## config.mk

```make
export PLATFORM = sky130hd
export DESIGN_NAME = data_access_unit_flat
export DESIGN_NICKNAME = d
export VERILOG_FILES = /design/src/rtl/data_access_unit_if.sv /design/src/rtl/data_access_unit.sv /design/src/flat_wrapper.sv
export SDC_FILE = /design/constraint.sdc
export NUM_CORES = 1
export LEC_CHECK = 0
export BUFFER_PORTS_ARGS = -buffer_cell sky130_fd_sc_hd__clkbuf_2
export CORE_MARGIN = 5
export CORE_UTILIZATION = 47
export DETAILED_ROUTE_END_ITERATION = 8
export PLACE_DENSITY_LB_ADDON = 0.3
export SYNTH_ARGS = -nofsm -noshare
export SYNTH_HDL_FRONTEND = slang
export SYNTH_SLANG_ARGS = --single-unit
```

## constraint.sdc

```tcl
create_clock -name clk -period 3 [get_ports clk]
set_input_delay 0.6 -clock clk [delete_from_list [all_inputs] [get_ports clk]]
set_output_delay 0.6 -clock clk [all_outputs]
set_load 0.02 [all_outputs]
```

## src/rtl/data_access_unit_if.sv

```systemverilog
// Bundle of the core request/response handshake and the block-RAM data port
// seen by data_access_unit.
interface data_access_unit_if;
  localparam int WORD_LEN = 32;

  logic                req_valid;
  logic                req_ready;
  logic                req_wen;
  logic [2:0]          req_funct3;
  logic [WORD_LEN-1:0] req_addr;
  logic [WORD_LEN-1:0] req_wdata;
  logic                resp_valid;
  logic [WORD_LEN-1:0] resp_rdata;
  logic                resp_err;
  logic [WORD_LEN-1:0] addr_d;
  logic [WORD_LEN-1:0] rdata;
  logic                wen;
  logic [WORD_LEN-1:0] wdata;

  modport slave (
    input  req_valid, req_wen, req_funct3, req_addr, req_wdata, rdata,
    output req_ready, resp_valid, resp_rdata, resp_err, addr_d, wen, wdata
  );

  modport master (
    output req_valid, req_wen, req_funct3, req_addr, req_wdata, rdata,
    input  req_ready, resp_valid, resp_rdata, resp_err, addr_d, wen, wdata
  );
endinterface

```

## src/rtl/data_access_unit.sv

```systemverilog
// Load/store initiator: sub-word loads with extension, sub-word stores as
// read-modify-write over a word-only block RAM, and alignment/funct3 checking.
module data_access_unit (
  input logic              clk,
  input logic              rst,
  data_access_unit_if.slave bus
);
  localparam int WORD_LEN = 32;
  localparam logic [2:0] F3_B  = 3'b000;
  localparam logic [2:0] F3_H  = 3'b001;
  localparam logic [2:0] F3_W  = 3'b010;
  localparam logic [2:0] F3_BU = 3'b100;
  localparam logic [2:0] F3_HU = 3'b101;

  typedef enum logic [2:0] {
    IDLE = 3'd0,
    RD   = 3'd1,
    RDW  = 3'd2,
    WR   = 3'd3,
    RESP = 3'd4
  } state_t;

  state_t              state_r;
  state_t              state_next_s;
  logic                is_store_r;
  logic [2:0]          funct3_r;
  logic [1:0]          offset_r;
  logic [WORD_LEN-1:0] store_data_r;
  logic [WORD_LEN-1:0] addr_d_r;
  logic [WORD_LEN-1:0] wdata_r;
  logic [WORD_LEN-1:0] resp_rdata_r;
  logic                resp_valid_r;
  logic                resp_err_r;
  logic                wen_r;
  logic                accept_s;
  logic                illegal_s;
  logic [WORD_LEN-1:0] load_word_s;
  logic [WORD_LEN-1:0] merge_word_s;

  function automatic logic is_illegal(input logic st, input logic [2:0] f3,
                                      input logic [1:0] off);
    logic bad;
    case (f3)
      F3_B:    bad = 1'b0;
      F3_H:    bad = off[0];
      F3_W:    bad = (off != 2'b00);
      F3_BU:   bad = st;
      F3_HU:   bad = st | off[0];
      default: bad = 1'b1;
    endcase
    return bad;
  endfunction

  function automatic logic [WORD_LEN-1:0] extend_load(input logic [WORD_LEN-1:0] word,
                                                      input logic [2:0] f3,
                                                      input logic [1:0] off);
    logic [7:0]          b;
    logic [15:0]         h;
    logic [WORD_LEN-1:0] r;
    b = word[{off, 3'b000} +: 8];
    h = off[1] ? word[31:16] : word[15:0];
    case (f3)
      F3_B:    r = {{24{b[7]}}, b};
      F3_H:    r = {{16{h[15]}}, h};
      F3_BU:   r = {24'h000000, b};
      F3_HU:   r = {16'h0000, h};
      default: r = word;
    endcase
    return r;
  endfunction

  // Only the addressed lane takes store data; the rest keep the old word.
  function automatic logic [WORD_LEN-1:0] merge_store(input logic [WORD_LEN-1:0] word,
                                                      input logic [WORD_LEN-1:0] data,
                                                      input logic [2:0] f3,
                                                      input logic [1:0] off);
    logic [WORD_LEN-1:0] r;
    r = word;
    case (f3[1:0])
      2'b00: r[{off, 3'b000} +: 8] = data[7:0];
      2'b01: begin
        if (off[1]) r[31:16] = data[15:0];
        else        r[15:0]  = data[15:0];
      end
      default: r = data;
    endcase
    return r;
  endfunction

  assign bus.req_ready  = (state_r == IDLE) && !rst;
  assign bus.wen        = wen_r && !rst;
  assign bus.addr_d     = addr_d_r;
  assign bus.wdata      = wdata_r;
  assign bus.resp_valid = resp_valid_r;
  assign bus.resp_rdata = resp_rdata_r;
  assign bus.resp_err   = resp_err_r;

  assign accept_s     = bus.req_valid && bus.req_ready;
  assign illegal_s    = is_illegal(bus.req_wen, bus.req_funct3, bus.req_addr[1:0]);
  assign load_word_s  = extend_load(bus.rdata, funct3_r, offset_r);
  assign merge_word_s = merge_store(bus.rdata, store_data_r, funct3_r, offset_r);

  // State register.
  always_ff @(posedge clk) begin
    if (rst) state_r <= IDLE;
    else     state_r <= state_next_s;
  end

  // Next-state selection.
  always_comb begin
    state_next_s = state_r;
    case (state_r)
      IDLE: begin
        if (!accept_s)                           state_next_s = IDLE;
        else if (illegal_s)                      state_next_s = RESP;
        else if (!bus.req_wen)                   state_next_s = RD;
        else if (bus.req_funct3[1:0] == 2'b10)   state_next_s = WR;
        else                                     state_next_s = RD;
      end
      RD:      state_next_s = RDW;
      RDW: begin
        if (is_store_r) state_next_s = WR;
        else            state_next_s = RESP;
      end
      WR:      state_next_s = RESP;
      RESP:    state_next_s = IDLE;
      default: state_next_s = IDLE;
    endcase
  end

  // Request latch, memory-port registers and response registers.
  always_ff @(posedge clk) begin
    if (rst) begin
      is_store_r   <= 1'b0;
      funct3_r     <= 3'b000;
      offset_r     <= 2'b00;
      store_data_r <= 32'h0000_0000;
      addr_d_r     <= 32'h0000_0000;
      wdata_r      <= 32'h0000_0000;
      resp_rdata_r <= 32'h0000_0000;
      resp_valid_r <= 1'b0;
      resp_err_r   <= 1'b0;
      wen_r        <= 1'b0;
    end else begin
      resp_valid_r <= (state_next_s == RESP);
      wen_r        <= (state_next_s == WR);
      if (accept_s) begin
        is_store_r   <= bus.req_wen;
        funct3_r     <= bus.req_funct3;
        offset_r     <= bus.req_addr[1:0];
        store_data_r <= bus.req_wdata;
        addr_d_r     <= {bus.req_addr[31:2], 2'b00};
        if (bus.req_wen && !illegal_s && (bus.req_funct3[1:0] == 2'b10))
          wdata_r <= bus.req_wdata;
      end
      if ((state_r == RDW) && is_store_r) wdata_r <= merge_word_s;
      // Response fields change only on entry to RESP and hold otherwise.
      if (state_next_s == RESP) begin
        case (state_r)
          IDLE: begin
            resp_rdata_r <= 32'h0000_0000;
            resp_err_r   <= 1'b1;
          end
          RDW: begin
            resp_rdata_r <= load_word_s;
            resp_err_r   <= 1'b0;
          end
          default: begin
            resp_rdata_r <= 32'h0000_0000;
            resp_err_r   <= 1'b0;
          end
        endcase
      end
    end
  end
endmodule

```

## src/flat_wrapper.sv

```systemverilog
// flat-port wrapper written by rule: the top's interface ports become plain ports
module data_access_unit_flat 
  (clk, rst, bus_req_valid, bus_req_wen, bus_req_funct3, bus_req_addr, bus_req_wdata, bus_rdata, bus_req_ready, bus_resp_valid, bus_resp_rdata, bus_resp_err, bus_addr_d, bus_wen, bus_wdata);
  data_access_unit_if bus_i ();
  input logic clk;
  input logic rst;
  input wire logic [$bits(bus_i.req_valid)-1:0] bus_req_valid;
  input wire logic [$bits(bus_i.req_wen)-1:0] bus_req_wen;
  input wire logic [$bits(bus_i.req_funct3)-1:0] bus_req_funct3;
  input wire logic [$bits(bus_i.req_addr)-1:0] bus_req_addr;
  input wire logic [$bits(bus_i.req_wdata)-1:0] bus_req_wdata;
  input wire logic [$bits(bus_i.rdata)-1:0] bus_rdata;
  output wire logic [$bits(bus_i.req_ready)-1:0] bus_req_ready;
  output wire logic [$bits(bus_i.resp_valid)-1:0] bus_resp_valid;
  output wire logic [$bits(bus_i.resp_rdata)-1:0] bus_resp_rdata;
  output wire logic [$bits(bus_i.resp_err)-1:0] bus_resp_err;
  output wire logic [$bits(bus_i.addr_d)-1:0] bus_addr_d;
  output wire logic [$bits(bus_i.wen)-1:0] bus_wen;
  output wire logic [$bits(bus_i.wdata)-1:0] bus_wdata;
  assign bus_i.req_valid = bus_req_valid;
  assign bus_i.req_wen = bus_req_wen;
  assign bus_i.req_funct3 = bus_req_funct3;
  assign bus_i.req_addr = bus_req_addr;
  assign bus_i.req_wdata = bus_req_wdata;
  assign bus_i.rdata = bus_rdata;
  assign bus_req_ready = bus_i.req_ready;
  assign bus_resp_valid = bus_i.resp_valid;
  assign bus_resp_rdata = bus_i.resp_rdata;
  assign bus_resp_err = bus_i.resp_err;
  assign bus_addr_d = bus_i.addr_d;
  assign bus_wen = bus_i.wen;
  assign bus_wdata = bus_i.wdata;
  data_access_unit u_core (.clk(clk), .rst(rst), .bus(bus_i));
endmodule
```

== Word level (Yosys, flattened, before mapping) ==
Cells that the tools add are included.
Storage, ports and cells
  flip-flop bits (word level): 138
  input bits: 103
  output and inout port bits: 100
  logic and storage cells: 64
Cells by class
  $add $sub $neg: 1
  equal/unequal tests: 14
  shift-type cells: 3
  muxes and demuxes: 18
  bitwise gates (word level): 1
  reduce and logical (&&, ||, !) cells: 16
Operators with widths (number)
  $mux W32: 4
  $pmux W32 S4: 1
  $pmux W32 S2: 1
  $mux W16: 3
  $bwmux W32: 1
  $shift A8 B7 Y32 const A: 1
  $shiftx A32 B6 Y8: 1
  $shiftx A8 B7 Y32: 1
  $eq A3 B3 Y1 const B: 5
  $eq A3 B2 Y1 const B: 4
  $mux W3: 4
  $pmux W3 S4: 1
  $eq A3 B1 Y1 const B: 3
  $logic_not A3 Y1: 3
  $neg A5 Y7: 1
  $logic_and A1 B1 Y1: 6
  $reduce_bool A2 Y1: 3
  $pmux W1 S5: 1
  $eq A2 B1 Y1 const B: 1
  $eq A2 B2 Y1 const B: 1
  $logic_not A1 Y1: 2
  $logic_not A2 Y1: 1
  $mux W2: 1
  $reduce_and A2 Y1: 1
  2 further kinds: 2

== Longest topological paths before layout ==
Gate-level depths: netlist of run 1.
  word-level depth: 8
  gate-level depth with buffers: 10
  mapped depth without buffers: 6

== Worst setup path before layout of run 1 ==
Ideal clock, no wire load.
  path type: register to register
  start: register u_core.offset_r[1]
  end: register u_core.wdata_r[17], in the netlist u_core.bus.wdata[17]
  library setup time: 92 ps
  arrival time: 2864 ps
  required time: 2908 ps
  setup slack: 44 ps
  stages on the path, launching flop included: 10
  path buffers: 3
  period minus slack after synthesis: 2956 ps
  path through: dfxtp_1 > clkbuf_1 > clkbuf_1 > inv_1 > ha_1 > or3b_2 > clkbuf_1 > o41ai_2 > a221oi_1 > o32ai_1
On the way
  cells in the longest elaborated chain, start to end: 5
  elaborated cells between the ends (all ways): 7
  classes of those cells: add/sub (1); shift (2); mux (4)
RTL lines
  from (decl): line data_access_unit.sv:27  | logic [1:0] offset_r;
  from (signal assigned): line data_access_unit.sv:150  | offset_r <= bus.req_addr[1:0];
  $neg A5 Y7: line data_access_unit.sv:80  | 2'b00: r[{off, 3'b000} +: 8] = data[7:0];
  $shiftx A8 B7 Y32 or $shift A8 B7 Y32 (tied branches): line data_access_unit.sv:80
  $bwmux W32: line data_access_unit.sv:80
  $pmux W32 S2 (*): line data_access_unit.sv:79  | case (f3[1:0])
  $mux W32 (*): line data_access_unit.sv:156  | if ((state_r == RDW) && is_store_r) wdata_r <= merge_word_s;
  to (signal assigned): line data_access_unit.sv:154  | wdata_r <= bus.req_wdata;
  to (signal assigned): line data_access_unit.sv:156
  to (decl): line data_access_unit.sv:30  | logic [WORD_LEN-1:0] wdata_r;
Mark *: on every way between the ends. The rest lies on a longest branch, timed or not.
A chain may end at the register's enable or synchronous reset.

== Worst setup path after layout of run 1 ==
  start: register u_core.offset_r[0]
  end: register u_core.wdata_r[8], in the netlist u_core.bus.wdata[8]
On the way
  cells in the longest elaborated chain, start to end: 5
  elaborated cells between the ends (all ways): 6
  classes of those cells: add/sub (1); shift (2); mux (3)
RTL lines (line)
  $neg A5 Y7 (*): data_access_unit.sv:80
  $shiftx A8 B7 Y32 or $shift A8 B7 Y32 (tied branches): data_access_unit.sv:80
  $bwmux W32 (*): data_access_unit.sv:80
  $pmux W32 S2 (*): data_access_unit.sv:79
  $mux W32 (*): data_access_unit.sv:156
Marks and branches as above.

==> results.sh, run 1 <==
export IMPL_cellLeakagePower_nw=3.62
export IMPL_relSlewSlack_pct=27.9
export IMPL_synth_cells=833
export IMPL_arrival_ns=2.85
export IMPL_p_switching_mw=1.35
export IMPL_cts_hold_fix_buffers=0
export IMPL_wirelength_um=22100
export IMPL_port_buffers=200
export IMPL_crit_path_end_kind="register"
export IMPL_comb_power_share_pct=14.1
export IMPL_synth_edf_count=0
export IMPL_max_freq_mhz=390
export IMPL_required_ns=3.28
export IMPL_post_route_util_pct=59.1
export IMPL_place_gp_congestion=0.916
export IMPL_die_x_um=132
export IMPL_hold_viol_final=0
export IMPL_cp_depth=6
export IMPL_outcome="finished clean"
export IMPL_vias_per_cell=5.80
export IMPL_core_area_um2=14500
export IMPL_num_antenna_cells=0
export IMPL_place_hpwl_um=15700
export IMPL_ys_types=59
export IMPL_rsz0062_at_grt="false"
export IMPL_worstPathCellList="ha_1 > nor2b_1 > nor4b_1 > a2111oi_0 > buf_4 > o32ai_1"
export IMPL_fin_crit_sh_pct=85.5
export IMPL_power_clock_fraction_pct=43.9
export IMPL_synth_main_ff_cell="dfxtp_1"
export IMPL_drt_iter0_drc=658
export IMPL_avgSynthCellArea_um2=8.33
export IMPL_cts_tree="built"
export IMPL_ant_nets=0
export IMPL_ir_drop_mv=0.379
export IMPL_critPathKind="reg -> reg"
export IMPL_clk_latency_ns=0.43
export IMPL_io_pins=203
export IMPL_grt_pass1_vias=6555
export IMPL_p_sw_share_pct=28.4
export IMPL_cp_slowest_stage_delay_ns=0.59
export IMPL_finalClockSkew_ns=0.0101
export IMPL_post_drt_wl_per_cell_um=18.5
export IMPL_antenna_found_initial=0
export IMPL_grt_total_usage_pct=24.7
export IMPL_path_max_fanout=10
export IMPL_clockBufferDepth=2
export IMPL_cts_resized=0
export IMPL_worst_path_dominant_cell_family="compound AO/OA/AOI/OAI gates"
export IMPL_drv_cap=0
export IMPL_p_per_area_nw_per_um2=554
export IMPL_finalSetupTns_ns=0
export IMPL_pwr_share_seq_pct=42.0
export IMPL_htreeDepth=4
export IMPL_die_area_um2=17300
export IMPL_rows=44
export IMPL_initial_core_util_pct=47.8
export IMPL_route_vias_total=6931
export IMPL_worst_pin_slew_ns=1.08
export IMPL_cts_sinks=138
export IMPL_yosysWarnings=0
export IMPL_die_height_um=132
export IMPL_slowest_stage="a2111oi_0"
export IMPL_layout_setup_ws_ns=0.435
export IMPL_internal_power_mw=3.41
export IMPL_grt_ovfl_total=0
export IMPL_finalSetupViolCount=0
export IMPL_seq_area_frac_synth_pct=39.8
export IMPL_crit_buf_inv=1
export IMPL_synthArstFlopShare_pct=0
export IMPL_syn_area_um2=6940
export IMPL_fin_crit_ns=2.57
export IMPL_whs_ns=0.353
export IMPL_ys_ff_latch=138
export IMPL_grt_pass1_wl_um=35100
export IMPL_nets=1106
export IMPL_post_cts_buffers=0
export IMPL_startpoint_type="register"
export IMPL_grt_max_degree=94
export IMPL_drive_gt1_share_pct=26.4
export IMPL_final_max_slew_viol_count=0
export IMPL_fillers=1344
export IMPL_hp_class="in -> reg"
export IMPL_area_growth_pct=23.7
export IMPL_worstRegToRegCells=6
export IMPL_hold_path_depth=3
export IMPL_drc_errors=0
export IMPL_clock_tree_root_cell="clkbuf_16"
export IMPL_first_pass_iters=7
export IMPL_clkTransAtPathRegs_ns=0.06
export IMPL_dp_slack_ns=0.440
export IMPL_numCtsBuffers=17
[tightest hold or removal path: stages]
cell and delay [ns]:
clkbuf_2 0.07, nand2_1 0.04, nand2_1 0.04
[power groups by stage]
stage	registers (mW)	clock network, mW	logic, mW
after floorplan	2.05	0	0.390
after global placement	2.03	0	0.656
after detailed placement	2.04	0	0.660
after CTS	2.00	2.12	0.664
after global routing	2.01	2.20	0.732
final	2.00	2.09	0.673
[metrics by stage]
stage,power (mW),instances,instance area [um^2]
finish,4.76,1195,8590
global route,4.94,1195,8590
CTS,4.78,1195,8590
detailed placement,2.70,1163,8000
global placement,2.69,1163,8000
floorplan,2.44,834,6950
[logic make-up (layout without fill, tap and decap cells)]
| family | count (synthesis) | in the layout | share of synthesized area [%] |
|---|---|---|---|
| DFF | 138 | 138 | 39.8 |
| muxes | 43 | 43 | 6.40 |
| other | 1 | 2 | 0.0540 |
| buffers and inverters | 83 | 260 | 5.64 |
| adders and majority gates | 5 | 5 | 0.901 |
| AOI/OAI and AO/OA | 180 | 180 | 18.6 |
| and+or+nand+nor | 383 | 383 | 28.6 |
[layout by cell type, fill, tap and decap left out, types with 14 or more instances in the layout]
cell type,Yosys,routed
buf_4,5,19
o32ai_1,15,15
mux2i_1,41,41
clkbuf_2,0,199
a221oi_1,17,17
nor3_1,15,15
nand2_1,192,191
nand2b_1,54,54
nand3b_1,62,62
a21oi_1,42,42
o21ai_0,40,40
clkbuf_16,0,17
nor2_1,14,14
dfxtp_1,138,137
a32o_1,16,16
[flip-flops by register name (all words and copies together) (netlist names), 2 cells and up]
signal and flops:
u_core.state_r 3, u_core.store_data_r 32, u_core.funct3_r 3, u_core.bus.addr_d 30
u_core.bus.wdata 32, u_core.bus.resp_rdata 32, u_core.offset_r 2
[routing by layer]
metal | GRT usage [%] | share of wire (%) | vias up
met5 | 0 | 0 | -
met2 | 38.1 | 46 | 338
met1 | 32.7 | 42 | 3230
li1 | - | - | 3313
met4 | 8.57 | 2.3 | 0
met3 | 7.76 | 9.5 | 50
[final timing paths]
kind	startpoint	slack, ns	end
worst min register to register	u_core.bus.resp_err	0.47	u_core.bus.resp_err
worst min-delay path	bus_req_addr[8]	0.35	u_core.bus.addr_d[8]
worst max-delay path	u_core.offset_r[0]	0.43	u_core.bus.wdata[8]
worst max register to register	u_core.offset_r[0]	0.43	u_core.bus.wdata[8]
[cell usage after synthesis (all sizes together) (15+ instances only)]
master	count	share of area, %
a221oi	17	2.1
nand3b	62	6.7
o21ai	41	3.0
o32ai	15	1.9
mux2i	41	5.9
nand2	192	10
a32o	16	2.3
a21oi	42	3.0
nor3	15	1.1
dfxtp	138	40
buf	19	1.5
nor2	15	0.85
nand2b	54	4.9
clkbuf	54	3.5
[cell type report]
type	count	area, um^2	area share [%]
Timing Repair Buffer	219	1160	13.5
Clock inverter	14	149	1.73
Tap cell	184	230	2.68
Inverter	9	33.8	0.393
Clock buffer	18	439	5.11
Multi-Input combinational cell	613	3810	44.4
Sequential cell	138	2760	32.2
(Power assumes the default switching activity.)
==> inputs of run 2 (changes only) <==
--- a/config.mk
+++ b/config.mk
@@ -8,7 +8,8 @@
 export BUFFER_PORTS_ARGS = -buffer_cell sky130_fd_sc_hd__clkbuf_2
 export CORE_MARGIN = 5
-export CORE_UTILIZATION = 47
+export CORE_UTILIZATION = 49
+export CTS_BUF_LIST = sky130_fd_sc_hd__clkbuf_8
 export DETAILED_ROUTE_END_ITERATION = 8
-export PLACE_DENSITY_LB_ADDON = 0.3
+export PLACE_DENSITY = 0.9
 export SYNTH_ARGS = -nofsm -noshare
 export SYNTH_HDL_FRONTEND = slang
==> constraint.sdc (replaced) <==
create_clock -name clk -period 3 [get_ports clk]
set_input_delay 0.3 -clock clk [delete_from_list [all_inputs] [get_ports clk]]
set_output_delay 0.3 -clock clk [all_outputs]
set_load 0.02 [all_outputs]
==> run 2 against run 1 <==
Against the previous run: clock skew grew 0.0016 ns; routed wire length grew 2.5%; global-route usage grew 2.1 points; core utilization grew 1.3 points; first-iteration DRC count grew 40%; fmax shrank 3.7%; clock power shrank 29%; sequential power is essentially flat; worst setup slack lost 0.098 ns; cell count shrank 0.42%; count of clock-buffer cells in the layout grew 2; highest routed layer unchanged.
==> results.sh, run 2 (synthesis results as in run 1) <==
export IMPL_post_drt_wl_per_cell_um=19.1
export IMPL_place_gp_congestion=0.939
export IMPL_num_antenna_cells=0
export IMPL_maxUsedRoutingLayer="met4"
export IMPL_worst_pin_slew_ns=0.971
export IMPL_htreeDepth=4
export IMPL_clkTransAtPathRegs_ns=0.08
export IMPL_core_area_um2=13900
export IMPL_relSlewSlack_pct=34.9
export IMPL_die_area_um2=16600
export IMPL_cts_resized=0
export IMPL_rsz0062_at_grt="false"
export IMPL_clk_latency_ns=0.45
export IMPL_met3WireLength_um=2310
export IMPL_worstPathCellList="inv_1 > ha_1 > or4bb_1 > a21boi_1 > a221oi_1 > o32ai_1"
export IMPL_arrival_ns=3.01
export IMPL_numCtsBuffers=17
export IMPL_vias_per_cell=6.00
export IMPL_first_pass_iters=6
export IMPL_initial_core_util_pct=50.0
export IMPL_wirelength_um=22700
export IMPL_rrSetupSlack_ns=0.34
export IMPL_hp_class="in -> reg"
export IMPL_post_route_util_pct=60.3
export IMPL_route_vias_total=7136
export IMPL_nets=1106
export IMPL_port_buffers=200
export IMPL_drive_gt1_share_pct=25.9
export IMPL_grt_pass1_wl_um=35300
export IMPL_cts_tree="built"
export IMPL_cellLeakagePower_nw=3.56
export IMPL_p_per_area_nw_per_um2=497
export IMPL_finalSetupTns_ns=0
export IMPL_cts_hold_fix_buffers=0
export IMPL_final_max_slew_viol_count=0
export IMPL_clockBufferDepth=2
export IMPL_mostFrequentLayoutCells="199 x clkbuf_2, 191 x nand2_1, 137 x dfxtp_1"
export IMPL_grt_ovfl_total=0
export IMPL_timing_rr_end="u_core.bus.wdata[7]"
export IMPL_hp_start="bus_req_addr[5]"
export IMPL_die_height_um=129
export IMPL_fin_crit_ns=2.66
export IMPL_holdPathEnd="u_core.bus.addr_d[5]"
export IMPL_drc_errors=0
export IMPL_area_growth_pct=20.7
export IMPL_cts_sinks=138
export IMPL_clock_tree_root_cell="clkbuf_8"
export IMPL_io_pins=203
export IMPL_cp_slowest_stage_delay_ns=0.54
export IMPL_rows=43
export IMPL_crit_buf_inv=1
export IMPL_mostFrequentLayoutCell="clkbuf_2"
export IMPL_antenna_found_initial=0
export IMPL_outcome="finished clean"
export IMPL_finalClockSkew_ns=0.0117
export IMPL_slowest_stage="dfxtp_1"
export IMPL_crit_path_end_kind="register"
export IMPL_place_hpwl_um=16400
export IMPL_critPathKind="reg -> reg"
export IMPL_fin_crit_sh_pct=88.8
export IMPL_drv_cap=0
export IMPL_hold_viol_final=0
export IMPL_drt_iter0_drc=924
export IMPL_worst_path_dominant_cell_family="compound AO/OA/AOI/OAI gates"
export IMPL_hold_path_depth=3
export IMPL_grt_pass1_vias=6733
export IMPL_fillers=1209
export IMPL_required_ns=3.35
export IMPL_grt_max_degree=112
export IMPL_grt_total_usage_pct=26.7
export IMPL_startpoint_type="register"
export IMPL_post_cts_buffers=0
export IMPL_max_freq_mhz=375
export IMPL_ir_drop_mv=0.259
export IMPL_r2r_start="u_core.offset_r[0]"
export IMPL_finalSetupViolCount=0
export IMPL_path_max_fanout=10
export IMPL_wl_met1_um=9050
export IMPL_worstRegToRegCells=6
export IMPL_ant_nets=0
export IMPL_dr_wl_met2_um=10500
export IMPL_die_x_um=129
## run 2: cell types whose count changed in the layout (fill, tap and decap cells not counted)
| cell | before | now |
|---|---|---|
| clkbuf_16 | 17 | 0 |
| clkbuf_8 | 1 | 20 |
| clkinv_4 | 4 | 1 |
| clkinvlp_4 | 4 | 1 |
| inv_1 | 9 | 13 |
| inv_6 | 1 | 0 |
## run 2: power breakdown
part	switching (mW)	leakage [nW]	total [mW]	internal [mW]
logic	0.430	2.22	0.674	0.243
clock network	0.700	0.209	1.49	0.785
registers	0.0864	1.13	2.00	1.92
total	1.22	3.56	4.16	2.94
## run 2: worst register-to-register path: cells and delay by family, from the launching register on
family	cells	cell delay, ns
adders and majority gates	1	0.36
buffers and inverters	1	0.16
DFF	1	0.54
and+or+nand+nor	1	0.49
AOI/OAI and AO/OA	3	1.03
## run 2: through the flow
| step | total power, mW | setup WS (ns) | hold slack, ns | cell area [um^2] | std cells |
|---|---|---|---|---|---|
| final | 4.16 | 0.337 | 0.0347 | 8380 | 1190 |
| after global routing | 4.31 | 0.177 | 0.0245 | 8380 | 1190 |
| after CTS | 4.16 | 0.410 | 0.0139 | 8380 | 1190 |
| after detailed placement | 2.70 | 0.432 | 0.463 | 8000 | 1159 |
| after global placement | 2.68 | 0.484 | 0.447 | 8000 | 1159 |
| after floorplan | 2.44 | 0.0436 | 0.399 | 6950 | 834 |
## run 2: worst max path at each step
stage	start	end	slack (ns)	cells past startpoint
after floorplan	u_core.offset_r[1]	u_core.bus.wdata[17]	0.04	9
after global placement	u_core.offset_r[0]	u_core.bus.wdata[1]	0.48	6
after detailed placement	u_core.offset_r[0]	u_core.bus.wdata[3]	0.43	6
after CTS	u_core.offset_r[0]	u_core.bus.wdata[1]	0.41	6
after global routing	u_core.offset_r[0]	u_core.bus.wdata[0]	0.18	6
final	u_core.offset_r[0]	u_core.bus.wdata[7]	0.34	6
## run 2: layout make-up
type                       count  area, um^2  area share (%)
clock buffer                  20         275            3.29
clock inverter                11         106            1.27
inverter                       9        33.8           0.403
multi-input combinational    613        3810            45.5
sequential                   138        2760            33.0
tap                          180         225            2.69
timing repair buffer         219        1160            13.8
## run 2: metal layers
metal	GRT usage (%)	vias to the layer above
met4	11.3	0
met5	0	-
met1	35.8	3328
li1	-	3302
met2	42.3	427
met3	5.28	79
